<file path="src/rtl/ultrasonic_ranger.sv">
// rtl/ultrasonic_ranger.sv - round-robin multi-channel ultrasonic ranger with echo timing and cm divider
// Optional per-channel 4-sample moving average: define ULTRASONIC_RANGER_AVG_EN.
`timescale 1ns/1ps
module ultrasonic_ranger #(
   parameter int N_CH    = 2,
   parameter int CLK_HZ  = 100_000_000,
   parameter int TRIG_US = 10,
   parameter int SLOT_US = 60_000,
   parameter int MAX_US  = 25_000,
   parameter int DIST_W  = 9,
   localparam int CH_W   = (N_CH > 1) ? $clog2(N_CH) : 1
) (
   input  logic                     clk_100MHz,
   input  logic                     reset,
   input  logic [N_CH-1:0]          echo_in,
   output logic [N_CH-1:0]          trig_out,
   output logic [N_CH*DIST_W-1:0]   dist_cm,
   output logic                     dist_valid,
   output logic [CH_W-1:0]          dist_ch,
   output logic [N_CH-1:0]          timeout
);

   localparam int DIV  = CLK_HZ / 1_000_000;
   localparam int PW   = (DIV > 1) ? $clog2(DIV) : 1;
   localparam int EW   = $clog2(MAX_US + 1);
   localparam int TMAX = (TRIG_US > MAX_US) ? TRIG_US : MAX_US;
   localparam int TW   = $clog2(TMAX + 1);
   localparam int SW   = $clog2(SLOT_US + 1);

   typedef enum logic [2:0] {
      S_TRIG, S_WAIT_RISE, S_MEASURE, S_DIVIDE, S_DONE, S_TOUT, S_GAP
   } state_t;

   state_t            state;
   logic [CH_W-1:0]   ch;
   logic [PW-1:0]     presc;
   logic [TW-1:0]     us_cnt;
   logic [SW-1:0]     slot_us;
   logic [EW-1:0]     echo_us;
   logic [DIST_W-1:0] quot;
   logic [N_CH-1:0]   sync1, sync2, echo_prev;
   logic [DIST_W-1:0] dist_q [N_CH];

   logic              tick, slot_done, echo_rise, echo_fall;
   logic              go_tout, go_done, start_trig;
   logic [CH_W-1:0]   next_ch, start_ch;
   logic [DIST_W-1:0] result;

   assign tick      = (presc == PW'(DIV - 1));
   assign slot_done = (slot_us == SW'(SLOT_US)) || (tick && (slot_us == SW'(SLOT_US - 1)));
   assign echo_rise = sync2[ch] & ~echo_prev[ch];
   assign echo_fall = ~sync2[ch] & echo_prev[ch];
   assign next_ch   = (ch == CH_W'(N_CH - 1)) ? '0 : ch + 1'b1;

   assign go_tout = tick && (((state == S_WAIT_RISE) && !echo_rise && (us_cnt == TW'(MAX_US - 1))) ||
                             ((state == S_MEASURE) && !echo_fall && (echo_us == EW'(MAX_US - 1))));
   assign go_done = (state == S_DIVIDE) && !((32'(echo_us) >= 32'd58) && (quot != '1));

   // The post-reset TRIG entry is the only time TRIG is seen with every trigger low.
   assign start_trig = ((state == S_TRIG) && (trig_out == '0)) ||
                       (((state == S_GAP) || (state == S_DONE) || (state == S_TOUT)) && slot_done);
   assign start_ch   = (state == S_TRIG) ? ch : next_ch;

`ifdef ULTRASONIC_RANGER_AVG_EN
   logic [DIST_W-1:0] hist [N_CH][4];
   logic [N_CH-1:0]   hist_ok;
   logic [DIST_W+1:0] hist_sum;

   // An empty history behaves as if preloaded with four copies of the new quotient.
   assign hist_sum = hist_ok[ch] ? ({2'b00, hist[ch][1]} + {2'b00, hist[ch][2]} +
                                    {2'b00, hist[ch][3]} + {2'b00, quot})
                                 : {quot, 2'b00};
   assign result   = hist_sum[DIST_W+1:2];

   always_ff @(posedge clk_100MHz) begin
      if (reset) begin
         hist_ok <= '0;
      end else if (go_tout) begin
         hist_ok[ch] <= 1'b0;
      end else if (go_done) begin
         hist_ok[ch] <= 1'b1;
         if (hist_ok[ch]) begin
            hist[ch][0] <= hist[ch][1];
            hist[ch][1] <= hist[ch][2];
            hist[ch][2] <= hist[ch][3];
            hist[ch][3] <= quot;
         end else begin
            for (int k = 0; k < 4; k++) hist[ch][k] <= quot;
         end
      end
   end
`else
   assign result = quot;
`endif

   always_ff @(posedge clk_100MHz) begin
      if (reset) begin
         state      <= S_TRIG;
         ch         <= '0;
         presc      <= '0;
         us_cnt     <= '0;
         slot_us    <= '0;
         echo_us    <= '0;
         quot       <= '0;
         sync1      <= '0;
         sync2      <= '0;
         echo_prev  <= '0;
         trig_out   <= '0;
         dist_valid <= 1'b0;
         dist_ch    <= '0;
         timeout    <= '0;
         for (int k = 0; k < N_CH; k++) dist_q[k] <= '0;
      end else begin
         sync1      <= echo_in;
         sync2      <= sync1;
         echo_prev  <= sync2;
         presc      <= tick ? '0 : presc + 1'b1;
         dist_valid <= 1'b0;
         if (tick && (slot_us != SW'(SLOT_US))) slot_us <= slot_us + 1'b1;

         case (state)
            S_TRIG: begin
               if (tick) begin
                  if (us_cnt == TW'(TRIG_US - 1)) begin
                     trig_out <= '0;
                     us_cnt   <= '0;
                     state    <= S_WAIT_RISE;
                  end else begin
                     us_cnt <= us_cnt + 1'b1;
                  end
               end
            end
            S_WAIT_RISE: begin
               if (echo_rise) begin
                  // A tick coinciding with the rise belongs to the pulse.
                  echo_us <= tick ? EW'(1) : '0;
                  state   <= S_MEASURE;
               end else if (tick) begin
                  us_cnt <= us_cnt + 1'b1;
               end
            end
            S_MEASURE: begin
               if (echo_fall) begin
                  quot  <= '0;
                  state <= S_DIVIDE;
               end else if (tick) begin
                  echo_us <= echo_us + 1'b1;
               end
            end
            S_DIVIDE: begin
               if (!go_done) begin
                  echo_us <= echo_us - EW'(58);
                  quot    <= quot + 1'b1;
               end
            end
            S_DONE, S_TOUT: state <= S_GAP;
            default: ;
         endcase

         if (go_tout) begin
            dist_q[ch]  <= '1;
            timeout[ch] <= 1'b1;
            dist_valid  <= 1'b1;
            dist_ch     <= ch;
            state       <= S_TOUT;
         end

         if (go_done) begin
            dist_q[ch]  <= result;
            timeout[ch] <= 1'b0;
            dist_valid  <= 1'b1;
            dist_ch     <= ch;
            state       <= S_DONE;
         end

         // Trigger rise restarts the prescaler and the slot so both are phase-locked to it.
         if (start_trig) begin
            ch       <= start_ch;
            trig_out <= N_CH'(1) << start_ch;
            presc    <= '0;
            us_cnt   <= '0;
            slot_us  <= '0;
            state    <= S_TRIG;
         end
      end
   end

   for (genvar k = 0; k < N_CH; k++) begin : g_dist
      assign dist_cm[k*DIST_W +: DIST_W] = dist_q[k];
   end

endmodule

</file>
<file path="config.mk">
export PLATFORM = sky130hd
export DESIGN_NAME = ultrasonic_ranger
export DESIGN_NICKNAME = d
export VERILOG_FILES = /design/src/rtl/ultrasonic_ranger.sv
export SDC_FILE = /design/constraint.sdc
export NUM_CORES = 1
export LEC_CHECK = 0
export CAP_MARGIN = 10
export CORE_MARGIN = 2
export CORE_UTILIZATION = 40
export CTS_CLUSTER_SIZE = 30
export DETAILED_ROUTE_END_ITERATION = 8
export PLACE_DENSITY_LB_ADDON = 0.3
export SLEW_MARGIN = 10
export SYNTH_ARGS = -nofsm -noshare
export SYNTH_HDL_FRONTEND = slang
export SYNTH_SLANG_ARGS = --single-unit
</file>
<file path="constraint.sdc">
create_clock -name clk_100MHz -period 5.8 [get_ports clk_100MHz]
set_clock_uncertainty 0.1 [all_clocks]
set_input_delay 1.74 -clock clk_100MHz [delete_from_list [all_inputs] [get_ports clk_100MHz]]
set_output_delay 1.74 -clock clk_100MHz [all_outputs]
set_load 0.05 [all_outputs]
</file>
==> key figures, run 1 <==
Setup path
  – Reg2Reg Depth: 7
  – R2r setup slk: ~2.6 ns
  – Reg2reg start: presc[0]$_SDFF_PP0_
  – Worst-path maximum fanout: 28
  – WP data arrival: 4.17 ns
  – Crit-path max cell delay: just under 0.6 ns
  – Worst path slowest cell: o21ai_2
  – Cell family with most CP delay: buffers and inverters
  – CP Cell Sequence: clkdlybuf4s50_1 > buf_4 > clkinv_1 > o21ai_2 > o21bai_2 > nor2_1
  – Worst Path Buf+Inv: 3
  – Critical path startpoint category: input pin
  – Kind of end point of the critical path: register
  – Critical path type: input pin to register
  – Worst flop-to-flop path endpoint: us_cnt[10]$_SDFFE_PP0P_
  – WP data required: between 5 and 6 ns

Floorplanning
  – Num ports: 28
  – Full die area: between 0.01 and 0.015 mm^2
  – Die width: 115 um
  – Die H: between 100 and 150 um
  – CORE AREA: roughly 0.012 mm^2
  – Core Rows: 40
  – Initial Utilization: between 40% and 50%

Clock network
  – Max clock buf depth: 2
  – CTS tree: built
  – CTS buffer count: 9
  – Num Clock Sinks: 96
  – Root Buffer: clkbuf_16
  – Hold_buf cts: 0
  – Worst-path clk slew: approximately 0.07 ns
  – Clk Latency, worst-skew pair: about 0.35 ns
  – Post-CTS Setup Bufs: 0
  – H-tree depth: 3
  – CTS resizes: 0

Synth
  – Seq cells post-synth: 96
  – Post-synthesis simple-gate area fraction: between 20 and 30%
  – XOR/XNOR share of the synthesized area: 7.06%
  – Synth top area cells: dfxtp_1 (31%), edfxtp_1 (11%), nor2_1 (7.3%), xnor2_1 (4.9%), a21oi_1 (3.1%)
  – Synthesized area: around 0.0050 mm^2
  – Synth Area in Adders: under 10%
  – Post-synthesis compound-gate area fraction: between 10% and 20%
  – Post-synthesis mux area share: around 1.7%
  – Synth top area share: a little under a third
  – Unique masters post-synth: 70
  – Main combinational cell family by area after synthesis: simple AND/OR/NAND/NOR gates
  – Yosys warns: 0
  – Post-synth EDFFs: 18
  – Syn_area_per_cell: 8.51 um^2
  – Synth Flop Type: dfxtp_1
  – Synth Instances: slightly below 600
  – Async set-reset flop share out of synthesis: 0%
  – Cell taking the most area after synthesis: dfxtp_1
  – Seq/Total Area, Yosys: between 40% and 50%
  – Net Count, Synth: 598

Worst hold path
  – HP Class: register to register
  – Hold Path Stages: 1
  – Hold worst-path end: sync2[0]$_SDFF_PP0_
  – Hold path start: sync1[0]$_SDFF_PP0_

Finish
  – Fillcell total: approximately 1.2k
  – Commonest non-fill, non-tap cell in the layout: nor2_1
  – Fin util: around 47%
  – Area of the multi-input gates: ~0.0026 mm^2
  – Share of layout cells above drive strength 1: 5.65%
  – Most frequent cells in the layout: nor2_1 (97), dfxtp_1 (78), nand2_1 (39)
  – FF/Latch Area: roughly 0.0021 mm^2
  – Area growth syn-to-layout: 13.6%
  – Fin nets: approximately 600
  – Ant. Diodes: 0

STA
  – Worst slew pin tran: 0.967 ns
  – Unrepaired setup endpoints after global routing: no
  – PnR worst setup slack: 1.75 ns
  – Setup TNS: 0 ns
  – Achievable Freq: 247 MHz
  – Hold Fails Final Rpt: 0
  – Rel. slew slack: about 36%
  – Final worst-path cycle share: between 60% and 70%
  – Final Max Slew Viols: 0
  – Final min period: ~4.1 ns
  – Final setup viols: 0

Drt
  – Final wirelength: approximately 11 mm
  – Via-per-instance ratio: between 5 and 6
  – Wire length per cell: between 10 and 15 um
  – DRC: 0
  – DR vias: 4193
  – DR pass1 iterations: 5
  – DRT antenna net count: 0
  – Starting DRT DRC Count: ~270

Power and ir drop
  – VDD IR max: between 0.1 and 0.15 mV
  – Power share of the clock group: a little over two fifths
  – Net Sw Power: 326 uW
  – Int Pwr: 1050 uW
  – Cell Pwr Density: around 240 mW/mm^2
  – Total power draw: roughly 1400 uW
  – Sw Ratio: about a quarter
  – Reg power frac: 50.3%
  – Leakage power: 0.00190 uW
  – Part of the power in combinational logic: approximately 5.7%

Global route
  – First-pass GRT wire length: ~19 mm
  – GR Util All Layers: approximately 18%
  – Initial antenna violation count: 0
  – Global route overflow: 0
  – Vias in the first global route: 3914
  – Largest net degree at the start of global routing: 29

Place
  – Port Buffers: 27
  – Gp weighted congestion: 0.889
  – DP Worst Slack: between 1 and 1.5 ns
  – Final HPWL DP: 7.76 mm

Outcome
  – Outcome: complete, no violations

Job
  – Maximum Capacitance Violations: 0
power by group through the flow:
stage	combinational (uW)	sequential, uW	clock (uW)
3_3_place_gp	77.4	708	0
6_report	78.5	693	606
3_5_place_dp	78.9	708	0
4_1_cts	79.2	693	621
5_1_grt	84.5	693	650
2_1_floorplan	30.4	735	0
per-stage QoR:
stage	hold slack, ns	std cells	area (um^2)
floorplan	0.313	583	4960
global placement	0.328	754	5330
detailed placement	0.328	754	5330
CTS	0.340	770	5640
global route	0.362	770	5640
finish	0.336	770	5640
routing by layer:
layer	routed length, um	up-vias	share of wire, %	GRT usage [%]
li1	-	2098	-	-
met1	5260	1974	48	23.1
met2	5080	104	46	28.0
met3	514	17	4.6	3.95
met4	201	0	1.8	7.07
met5	0	-	0	0
area by class of cell:
type | count | area share, %
Multi-Input combinational cell | 436 | 46.8
Sequential cell | 96 | 37.3
Timing Repair Buffer | 30 | 5.20
Clock buffer | 9 | 4.00
Tap cell | 168 | 3.73
Inverter | 24 | 1.60
Clock inverter | 7 | 1.42
kinds of logic (layout without fill, tap and decap cells):
| family | count (synthesis) | in the layout |
|---|---|---|
| simple gates | 272 | 272 |
| compound gates | 105 | 105 |
| flops | 96 | 96 |
| buf+inv | 51 | 70 |
| xor+xnor | 40 | 40 |
| fa+ha+maj | 11 | 11 |
| mux | 8 | 8 |
worst max path at each step:
stage / from / endpoint / cells after the start
after floorplan: reset / dist_q[1][0]$_SDFFCE_PN0P_ / 3
after global placement: reset / us_cnt[6]$_SDFFE_PP0P_ / 6
after detailed placement: reset / us_cnt[10]$_SDFFE_PP0P_ / 6
after CTS: reset / us_cnt[10]$_SDFFE_PP0P_ / 6
after global routing: reset / us_cnt[8]$_SDFFE_PP0P_ / 6
final: reset / us_cnt[10]$_SDFFE_PP0P_ / 6
worst register-to-register path, cell delays in order, from the launching register on:
cell	delay, ns
dfxtp_1	0.35
ha_1	0.21
nand4b_1	0.15
or4b_1	0.63
o311a_1	0.38
o21ai_2	0.77
o21bai_2	0.43
nor2_1	0.11
Yosys cell counts (all sizes together) (9+ instances only):
library cell,number
nor3,32
xor2,12
nand2,39
clkbuf,13
ha,11
and3,9
nand3,27
edfxtp,18
a21oi,31
buf,14
xnor2,28
nor2,98
nand4,14
inv,23
o21ai,25
dfxtp,78
state kept, by name, indices dropped and copies added (netlist names), 2 cells and up, named ones only:
register   flops
quot           9
dist_q        18
sync1          2
sync2          2
echo_us       15
trig_out       2
presc          7
state          3
echo_prev      2
us_cnt        15
slot_us       16
No activity file was read; power rests on OpenSTA's default activity.
==> run 2, diff against run 1 <==
clock period = 4.1 ns   (was 5.8 ns; I/O delays follow)
==> run 2 against run 1 <==
Effect of this change: flip-flop and latch count is the same; non-clock buffer count grew 1; total power grew 36%; die area is the same; via count grew 1.1%; critical path depth grew 1; sequential power grew 42%; sequential share of layout area grew 0.15 points; global-route usage is essentially flat; routed wire length grew 1.2%; clock power grew 29%; largest power group unchanged.
==> key figures, run 2 (synthesis gave the netlist of run 1 again) <==
Clock network
  – Post-CTS Setup Bufs: 0 (unchanged)
  – Hold_buf cts: 0 (unchanged)
  – Clk Latency, worst-skew pair: 0.34 ns (about the same)
  – H-tree depth: 3 (unchanged)
  – Worst-path clk slew: 0.07 ns (about the same)
  – Num Clock Sinks: 96 (unchanged)
  – CTS tree: built
  – Root Buffer: clkbuf_16
  – CTS buffer count: 9 (unchanged)
  – Max clock buf depth: 2 (unchanged)
  – CTS resizes: 0 (unchanged)

Setup path
  – WP data arrival: 3.28 ns (-0.89 ns)
  – Kind of end point of the critical path: register
  – Critical path type: register to register
  – Worst Path Buf+Inv: 0 (-3)
  – WP data required: 4.21 ns (-1.70 ns)
  – Crit-path max cell delay: 0.72 ns (+0.13 ns)
  – Cell family with most CP delay: compound AO/OA/AOI/OAI gates
  – CP Cell Sequence: ha_1 > nand4b_1 > or4b_1 > o311a_1 > o21ai_2 > o21bai_2 > nor2_1
  – Worst-path maximum fanout: 23 (-18%)
  – Worst path slowest cell: o21ai_2
  – Critical path startpoint category: register
  – R2r setup slk: 0.93 ns (-1.62 ns)

Floorplanning
  – Core Rows: 40 (unchanged)
  – Die H: 115 um (unchanged)
  – CORE AREA: 0.0121 mm^2 (unchanged)
  – Full die area: 0.0133 mm^2 (unchanged)
  – Initial Utilization: 41.1% (unchanged)
  – Num ports: 28 (unchanged)
  – Die width: 115 um (unchanged)

Place
  – Port Buffers: 27 (unchanged)
  – DP Worst Slack: 0.922 ns (-0.423 ns)
  – Final HPWL DP: 7.90 mm (+1.9%)
  – Gp weighted congestion: 0.939 (+5.6%)

Finish
  – Fillcell total: 1161 (-1.2%)
  – Max reg flops: 18 (unchanged)
  – Area of the multi-input gates: 0.00264 mm^2 (unchanged)
  – Area growth syn-to-layout: 13.1%
  – Largest registers: dist_q (18), slot_us (16)
  – Share of layout cells above drive strength 1: 5.47% (-0.18 points)
  – Most frequent cells in the layout: nor2_1 (97), dfxtp_1 (78), nand2_1 (39)
  – Fin nets: 613 (+0.16%)
  – Commonest non-fill, non-tap cell in the layout: nor2_1
  – FF/Latch Area: 0.00210 mm^2 (unchanged)
  – Biggest register: dist_q
  – Ant. Diodes: 0 (unchanged)

Global route
  – Vias in the first global route: 4012 (+2.5%)
  – Largest net degree at the start of global routing: 28 (-3.4%)
  – GR Util All Layers: 17.5% (about the same)
  – First-pass GRT wire length: 18.9 mm (+0.85%)
  – Global route overflow: 0 (unchanged)
  – Initial antenna violation count: 0 (unchanged)

Job
  – Maximum Capacitance Violations: 0 (unchanged)

STA
  – Rel. slew slack: 40.3% (+4.8 points)
  – Final worst-path cycle share: between 70% and 80%
  – Final setup viols: 0 (unchanged)
  – PnR worst setup slack: 0.926 ns (-0.822 ns)
  – Final Max Slew Viols: 0 (unchanged)
  – Final min period: 3.17 ns
  – Unrepaired setup endpoints after global routing: no
  – Hold Fails Final Rpt: 0 (unchanged)
  – Worst slew pin tran: 0.895 ns (-0.0715 ns)
  – Achievable Freq: around 320 MHz
  – Setup TNS: 0 ns (unchanged)

Power and ir drop
  – VDD IR max: 0.180 mV (+20%)
  – Total power draw: 1880 uW (+36%)
  – Leakage power: 0.00189 uW (-0.73%)
  – Cell Pwr Density: 334 mW/mm^2 (+37%)

Outcome
  – Outcome: complete, no violations

Drt
  – Final wirelength: 11.2 mm (+1.2%)
  – DR pass1 iterations: 5 (unchanged)
  – Via-per-instance ratio: 5.50 (+1.0%)
  – DR vias: 4241 (+1.1%)
  – Wire length per cell: 14.5 um (+1.1%)
  – DRC: 0 (unchanged)
  – Starting DRT DRC Count: 238 (-13%)
  – DRT antenna net count: 0 (unchanged)

Worst hold path
  – HP Class: register to register
## run 2: stage by stage
step / instance area [um^2] / hold WS, ns / utilization, % / cells
after floorplan: 4960 / 0.313 / - / 583
after global placement: 5340 / 0.318 / 44.3 / 755
after detailed placement: 5340 / 0.328 / 44.3 / 755
after CTS: 5610 / 0.344 / 46.5 / 771
after global routing: 5610 / 0.357 / 46.5 / 771
final: 5610 / 0.339 / 46.5 / 771
## run 2: area by class of cell
cell class                      count  area share, %
Sequential cell                    96           37.4
Tap cell                          168           3.74
Multi-Input combinational cell    436           46.9
Clock inverter                      4          0.513
Inverter                           24           1.60
Timing Repair Buffer               31           5.35
Clock buffer                       12           4.39
## run 2: worst paths after layout
path | startpoint | to | depth (start not counted)
worst max-delay path | presc[0]$_SDFF_PP0_ | us_cnt[10]$_SDFFE_PP0P_ | 7
worst min-delay path | sync1[0]$_SDFF_PP0_ | sync2[0]$_SDFF_PP0_ | 1
worst max register to register | presc[0]$_SDFF_PP0_ | us_cnt[10]$_SDFFE_PP0P_ | 7
worst min register to register | sync1[0]$_SDFF_PP0_ | sync2[0]$_SDFF_PP0_ | 1
## run 2: where the power goes
group	switching, uW	internal, uW
registers	6.62	974
clock network	354	429
logic	77.2	34.6
## run 2: layer usage
metal	up-vias	part of all wire [%]	GRT usage [%]
li1	2099	-	-
met1	1993	48	23.3
met2	126	46	28.1
met3	23	4.9	3.48
met4	0	1.9	6.91
met5	-	0	0
==> run 3, diff against run 2 <==
clock period = 2.92 ns   (was 4.1 ns; I/O delays follow)
==> run 3 against run 2 <==
Effect of this change: combinational power up 46%; total power up 50%; register-to-register slack worse by 0.61 ns; clock power up 63%; sequential share of layout area down 1.2 points; critical path type unchanged; sequential power up 41%; core utilization up 1.5 points; non-clock buffer count up 19; final cell count up 2.5%; worst setup slack worse by 0.61 ns; global-route usage up 0.68 points.
==> key figures, run 3 (synthesis gave the netlist of run 1 again) <==
Setup path
  – Crit-path max cell delay: 0.57 ns (-0.15 ns)
  – Reg2Reg Depth: 7 (unchanged)
  – Worst Path Buf+Inv: 0 (unchanged)
  – Reg2reg start: presc[0]$_SDFF_PP0_
  – Worst flop-to-flop path endpoint: echo_us[8]$_SDFFE_PP0P_
  – CP Cell Sequence: ha_1 > nand4b_1 > or2_0 > o21ai_2 > o211ai_1 > or4_1 > a21oi_1
  – Critical path startpoint category: register
  – Worst-path maximum fanout: 9 (-61%)
  – Worst path slowest cell: or4_1
  – R2r setup slk: 0.31 ns (-0.61 ns)
  – Cell family with most CP delay: simple AND/OR/NAND/NOR gates
  – WP data arrival: 2.79 ns (-0.49 ns)
  – Kind of end point of the critical path: register
  – WP data required: 3.11 ns (-1.10 ns)
  – Critical path type: register to register

Clock network
  – CTS tree: built
  – Max clock buf depth: 2 (unchanged)
  – Clk Latency, worst-skew pair: 0.36 ns (+0.02 ns)
  – Num Clock Sinks: 96 (unchanged)
  – H-tree depth: 3 (unchanged)
  – Hold_buf cts: 0 (unchanged)
  – CTS buffer count: 9 (unchanged)
  – Post-CTS Setup Bufs: 0 (unchanged)
  – CTS resizes: 0 (unchanged)
  – Worst-path clk slew: 0.07 ns (about the same)
  – Root Buffer: clkbuf_16

Finish
  – Commonest non-fill, non-tap cell in the layout: nor2_1
  – Fin util: 48.1% (+1.5 points)
  – Fin nets: 632 (+3.1%)
  – Most frequent cells in the layout: nor2_1 (97), dfxtp_1 (78), nand2_1 (39)
  – Max reg flops: 18 (unchanged)
  – Biggest register: dist_q
  – Area growth syn-to-layout: 16.9%
  – Largest registers: dist_q (18), slot_us (16)
  – Share of layout cells above drive strength 1: 8.52% (+3.0 points)
  – Post-route cell area: 0.00580 mm^2 (+3.3%)
  – Ant. Diodes: 0 (unchanged)

Global route
  – GR Util All Layers: 18.2% (+0.68 points)
  – Initial antenna violation count: 0 (unchanged)
  – Largest net degree at the start of global routing: 23 (-18%)
  – Global route overflow: 0 (unchanged)
  – Vias in the first global route: 4046 (+0.85%)
  – First-pass GRT wire length: 19.4 mm (+2.7%)

STA
  – Unrepaired setup endpoints after global routing: no
  – Setup TNS: 0 ns (unchanged)
  – PnR worst setup slack: 0.314 ns (-0.612 ns)
  – Rel. slew slack: 51.8% (+11 points)
  – Final setup viols: 0 (unchanged)
  – Final Max Slew Viols: 0 (unchanged)
  – Hold Fails Final Rpt: 0 (unchanged)
  – Worst slew pin tran: 0.720 ns (-0.175 ns)
  – Final min period: 2.61 ns (-0.568 ns)
  – Final worst-path cycle share: 89.2% (+12 points)
  – Achievable Freq: 384 MHz (+22%)

Place
  – DP Worst Slack: 0.324 ns (-0.598 ns)
  – Placed Area: 0.00548 mm^2 (+2.7%)
  – Port Buffers: 27 (unchanged)
  – Final HPWL DP: 8.11 mm (+2.7%)
  – Gp weighted congestion: 0.991 (+5.6%)

Drt
  – DR vias: 4358 (+2.8%)
  – Via-per-instance ratio: 5.52 (+0.29%)
  – DR pass1 iterations: 6 (+1)
  – Starting DRT DRC Count: 422 (+77%)
  – DRT antenna net count: 0 (unchanged)
  – Wire length per cell: 14.7 um (+1.5%)
  – DRC: 0 (unchanged)
  – Final wirelength: 11.7 mm (+4.0%)

Floorplanning
  – CORE AREA: 0.0121 mm^2 (unchanged)
  – Full die area: 0.0133 mm^2 (unchanged)
  – Num ports: 28 (unchanged)
  – Die width: 115 um (unchanged)
  – Die H: 115 um (unchanged)
  – Initial Utilization: 41.1% (unchanged)
  – Core Rows: 40 (unchanged)

Power and ir drop
  – Cell Pwr Density: 486 mW/mm^2 (+46%)
  – VDD IR max: 0.293 mV (+63%)
  – Leakage power: 0.00201 uW (+6.3%)
  – Total power draw: 2820 uW (+50%)

Job
  – Maximum Capacitance Violations: 0 (unchanged)

Outcome
  – Outcome: complete, no violations

Worst hold path
  – HP Class: register to register
  – Hold Path Stages: 1 (unchanged)
  – Hold path start: sync1[0]$_SDFF_PP0_
  – Hold worst-path end: sync2[0]$_SDFF_PP0_
[run 3: changes by cell type in the layout (fill, tap and decap cells not counted), sizes merged]
| cell | previous run | this run |
|---|---|---|
| clkbuf | 12 | 9 |
| buf | 4 | 23 |
| bufinv | 0 | 2 |
| clkinvlp | 2 | 1 |
| clkinv | 2 | 4 |
[run 3: cell type report]
class                      instances  area, um^2
clock buffer                       9         225
inverter                          24        90.1
sequential                        96        2100
tap                              168         210
multi-input combinational        436        2640
fill                            1162        6260
clock inverter                     7        93.8
timing repair buffer              50         443
[run 3: layer usage]
layer  wire length [um]  vias up  GRT usage (%)  share of wire, %
met5                  0        -              0                 0
met4                233        0           7.79               2.0
met3                743       23           3.64               6.4
met2               5410      160           29.2                46
met1               5260     2043           23.9                45
li1                   -     2132              -                 -
[run 3: worst max-delay path by stage]
stage / cells past startpoint / slack (ns) / end / startpoint
after global placement: 6 / 0.38 / dist_q[1][6]$_SDFFCE_PN0P_ / state[1]$_SDFFE_PP0P_
final: 7 / 0.31 / echo_us[8]$_SDFFE_PP0P_ / presc[0]$_SDFF_PP0_
after CTS: 6 / 0.30 / us_cnt[8]$_SDFFE_PP0P_ / presc[0]$_SDFF_PP0_
after global routing: 10 / 0.03 / echo_us[2]$_SDFFE_PP0P_ / quot[0]$_SDFFE_PP0P_
after floorplan: 7 / 0.46 / dist_q[1][0]$_SDFFCE_PN0P_ / state[2]$_SDFFE_PP0P_
after detailed placement: 6 / 0.32 / us_cnt[10]$_SDFFE_PP0P_ / presc[0]$_SDFF_PP0_
[run 3: metrics by stage]
| step | cells | hold WS [ns] |
|---|---|---|
| after detailed placement | 774 | 0.321 |
| after global routing | 790 | 0.359 |
| final | 790 | 0.337 |
| after CTS | 790 | 0.338 |
| after global placement | 774 | 0.323 |
| after floorplan | 583 | 0.313 |
[run 3: where the power goes]
| part | switching, uW | internal, uW | leakage, uW |
|---|---|---|---|
| clock network | 532 | 750 | 0.000153 |
| logic | 110 | 52.6 | 0.00105 |
| registers | 8.59 | 1370 | 0.000800 |
